--- src/rtl/regfile_write_arbiter.sv ---
// Arbitrates ALU/load write-back into one registered regfile write port and scoreboards in-flight destinations.
// Latency: 1 cycle from grant to reg_write. Backpressure: the losing requester sees ready low and must hold its request.
module regfile_write_arbiter #(
    parameter int DATA_WIDTH = 32
) (
    input  logic                  clock,
    input  logic                  reset_n,
    input  logic                  alu_valid,
    input  logic [4:0]            alu_rd,
    input  logic [DATA_WIDTH-1:0] alu_data,
    output logic                  alu_ready,
    input  logic                  mem_valid,
    input  logic [4:0]            mem_rd,
    input  logic [DATA_WIDTH-1:0] mem_data,
    output logic                  mem_ready,
    input  logic                  reserve_valid,
    input  logic [4:0]            reserve_rd,
    input  logic [4:0]            rs1,
    input  logic [4:0]            rs2,
    output logic                  hazard,
    output logic                  reg_write,
    output logic [4:0]            rd,
    output logic [DATA_WIDTH-1:0] data
);

    typedef struct packed {
        logic                  reg_write;
        logic [4:0]            rd;
        logic [DATA_WIDTH-1:0] data;
    } wb_t;

    wb_t         wb_q;
    logic        last_grant;
    logic [31:0] pending;
    logic [31:0] pending_nxt;

    logic                  alu_win;
    logic                  mem_win;
    logic                  xfer;
    logic [4:0]            win_rd;
    logic [DATA_WIDTH-1:0] win_data;

    // On contention the requester that did not win last time is served.
    assign alu_win = alu_valid && (!mem_valid || last_grant);
    assign mem_win = mem_valid && (!alu_valid || !last_grant);

    // Readies are forced low while reset is held so nothing looks granted.
    assign alu_ready = reset_n && alu_win;
    assign mem_ready = reset_n && mem_win;
    assign xfer      = alu_ready || mem_ready;
    assign win_rd    = mem_ready ? mem_rd   : alu_rd;
    assign win_data  = mem_ready ? mem_data : alu_data;

    always_comb begin
        pending_nxt = pending;
        if (xfer) begin
            pending_nxt[win_rd] = 1'b0;
        end
        // Applied after the clear so a new producer of the same register wins.
        if (reserve_valid && (reserve_rd != 5'd0)) begin
            pending_nxt[reserve_rd] = 1'b1;
        end
        pending_nxt[0] = 1'b0;
    end

    always_ff @(posedge clock or negedge reset_n) begin
        if (!reset_n) begin
            wb_q       <= '0;
            pending    <= '0;
            last_grant <= 1'b1;
        end else begin
            pending        <= pending_nxt;
            wb_q.reg_write <= xfer && (win_rd != 5'd0);
            if (xfer) begin
                wb_q.rd    <= win_rd;
                wb_q.data  <= win_data;
                last_grant <= mem_ready;
            end
        end
    end

    // The output-stage match covers the write that the regfile has not yet committed.
    function automatic logic src_busy(input logic [4:0] s);
        return (s != 5'd0) && (pending[s] || (wb_q.reg_write && (wb_q.rd == s)));
    endfunction

    assign hazard    = src_busy(rs1) || src_busy(rs2);
    assign reg_write = wb_q.reg_write;
    assign rd        = wb_q.rd;
    assign data      = wb_q.data;

endmodule
--- config.mk ---
export PLATFORM = sky130hd
export DESIGN_NAME = regfile_write_arbiter
export DESIGN_NICKNAME = d
export VERILOG_FILES = /design/src/rtl/regfile_write_arbiter.sv
export SDC_FILE = /design/constraint.sdc
export NUM_CORES = 1
export LEC_CHECK = 0
export CORE_MARGIN = 4
export CORE_UTILIZATION = 25
export DETAILED_ROUTE_END_ITERATION = 16
export SYNTH_ARGS = -nofsm -noshare
export SYNTH_HDL_FRONTEND = slang
export SYNTH_SLANG_ARGS = --single-unit
--- constraint.sdc ---
create_clock -name clock -period 2 [get_ports clock]
set_input_delay 0.4 -clock clock [delete_from_list [all_inputs] [get_ports clock]]
set_output_delay 0.4 -clock clock [all_outputs]
set_load 0.01 [all_outputs]
==> results.json <==
{
  "outcome": "complete, but fails checks",
  "violations": "negative setup slack",
  "place_hpwl_um": 10800,
  "synthAdderAreaFrac": 0,
  "drt_iter0_markers": 231,
  "io_buffers": 134,
  "irDropWorstVdd_mv": 0.471,
  "endpoint_kind": "output pin",
  "finalHoldViolations": 0,
  "dr.max_layer_used": "met4",
  "wl_um": 14200,
  "viasPerCell": 5.00,
  "ys_seq_area_frac": 0.440,
  "power.switching_mw": 1.62,
  "worst_slack_ns": -0.427,
  "ys_warn_count": 0,
  "synth_edf_count": 0,
  "cts_tree": "built",
  "hold_class": "in -> async",
  "maxCapViolCount": 0,
  "die_h_um": 134,
  "cp-start-kind": "register",
  "p_comb_frac": 0.333,
  "drive_gt1_frac": 0.260,
  "met2_length_um": 7510,
  "max_stage_delay_ns": 0.49,
  "worst_path_max_delay_cell": "mux4_2",
  "cp_top_family": "multiplexers",
  "fin_skew_ns": 0.00725,
  "setup_viol": 3,
  "p_leak_nw": 2.86,
  "grt-ovfl-total": 0,
  "post-route-util": 0.431,
  "dieArea_sq_mm": 0.0180,
  "syn_nets": 475,
  "async_flop_share": 1.00,
  "synth-seq-cells": 70,
  "antenna_found_initial": 0,
  "critPathKind": "reg -> out",
  "globalplace.congestion": 0.853,
  "core-area_sq_mm": 0.0154,
  "ys_types": 42,
  "intPower_mw": 3.98,
  "drt-met1-wl_um": 5540,
  "antennaDiodeCount": 0,
  "initial_core_util": 0.258,
  "seq_power_share": 0.345,
  "synthFlopType": "dfrtp_1",
  "netlist_area_sq_mm": 0.00398,
  "fin_cells": 785,
  "rsz0062_at_grt": "true",
  "fin_nets": 663,
  "h-tree-depth": 3,
  "crit_path_cell_trace": "mux4_2 > mux4_2 > nor2_2 > o22ai_2 > buf_2",
  "die_x_um": 134,
  "clockPowerShare": 0.322,
  "drv_slew": 0,
  "synth-simple-area-share": 0.103,
  "syn_inst": 381,
  "cts-buffers-inserted": 9,
  "fmax_mhz": 412,
  "grt_pass1_vias": 3982,
  "cts_sinks": 70,
  "synth_mux_area_frac": 0.205,
  "finalCritPeriodShare": 1.21,
  "swShare": 0.290,
  "met3_length_um": 836,
  "path_max_fanout": 2,
  "synth_top_family_by_area": "multiplexers",
  "drc": 0,
  "crit_top_cell": "mux4_2",
  "synthToLayoutAreaGrowth_pct": 66.9,
  "row_count": 45,
  "final_common_cell": "clkdlybuf4s50_1",
  "dr.pass1.iters": 5,
  "power_mw": 5.60,
  "grt_usage": 0.152,
  "maxSlewHeadroom": 0.645,
  "place_ws_ns": -1.15,
  "fin_crit_ns": 2.43,
  "cellPowerDensity_mw_per_mm2": 843,
  "ios": 135,
  "finalSetupTns_ns": -0.441,
  "worst-path-buf-inv": 1,
  "synthXorXnorAreaFrac": 0.0198,
  "dpl.cell_count": 765,
  "syn_avg_cell_area_sq_um": 10.5,
  "required_ns": 1.60,
  "clk_path_buf_depth": 2,
  "worstPathArrival_ns": 2.03,
  "insertion_delay_ns": 0.34,
  "wl_per_cell_um": 18.1,
  "vias": 3928,
  "drtAntennaViolNets": 0,
  "grt_max_degree": 55,
  "mostFrequentLayoutCells": "clkdlybuf4s50_1 (124), dfrtp_1 (69), buf_4 (59)",
  "synth-compound-area-share": 0.193,
  "worst_slew_pin_slew_ns": 0.533,
  "root_buffer": "clkbuf_16",
  "clk_pin_slew_ns": 0.06,
  "grt_pass1_wl_um": 21600
}
synth_stat cells, drive strengths merged (3+ instances only):
master,n,area share
nand3b,7,0.013
a21oi,4,0.0050
nand2,48,0.047
mux4,14,0.079
or3b,3,0.0066
nand4,3,0.0047
o21ai,77,0.097
xnor2,9,0.020
buf,13,0.022
dfrtp,69,0.43
o41ai,31,0.068
mux2i,46,0.12
mux2,3,0.010
nand3,4,0.0050
clkbuf,13,0.012
inv,6,0.0057
nor2,5,0.0047
through the flow:
step	hold slack [ns]	area (sq um)
finish	0.0996	6650
floorplan	0.104	4010
global placement	0.457	6010
CTS	0.0960	6370
detailed placement	0.464	6010
global route	0.126	6650
flip-flops by register name, summed over array words and instances (netlist names):
register,cells
data,32
pending,31
rd,5
last_grant,1
reg_write,1
worst reg2reg max path, stage by stage (launching register included):
cell     delay (ns)
dfstp_2        0.56
nand2_2        0.10
nand2_8        0.14
mux2_4         0.40
o41ai_2        0.39
o21ai_0        0.16
timing repair:
item / in CTS / in global routing
setup endpoints to repair: 17 / 41
pin swaps: 3 / 2
gates cloned: 0 / 2
buffers inserted: 2 / 0
resized for setup: 23 / 59
hold buffers: 0 / 0
layout make-up:
class,count,area (sq um)
clock buffer,12,267
clock inverter,4,77.6
fill,1463,8780
inverter,6,22.5
multi-input combinational,281,2380
sequential,70,1750
tap,211,264
timing repair buffer,201,1890
power by group through the flow:
stage          Clock (mW)  Combinational [mW]  Sequential [mW]
3_5_place_dp            0                1.68             1.95
6_report             1.80                1.87             1.93
5_1_grt              1.90                2.01             1.96
4_1_cts              1.86                1.70             1.92
2_1_floorplan           0               0.707             1.93
3_3_place_gp            0                1.64             1.93
worst paths after layout:
| path | depth (start not counted) | to | slack, ns | from |
|---|---|---|---|---|
| worst max-delay path | 5 | hazard | -0.43 | pending[26] |
| worst min-delay path | 2 | data[4] | 0.1 | reset_n |
| worst max register to register | 5 | pending[21] | 0.09 | last_grant |
| worst min register to register | 2 | data[7] | 0.48 | data[7] |
| max in group asynchronous | 2 | rd[0] | 1.47 | reset_n |
| min in group clock | 2 | data[7] | 0.48 | data[7] |
metal layers:
layer,global-route usage,vias up
li1,-,1833
met4,0.0645,0
met2,0.258,150
met1,0.189,1920
met5,0,-
met3,0.0289,25
kinds of logic after synthesis:
family | Yosys count
DFF | 70
muxes | 63
AOI/OAI and AO/OA | 124
buffers and inverters | 32
and+or+nand+nor | 83
xor gates and xnor gates | 9
(Power assumes the default switching activity.)
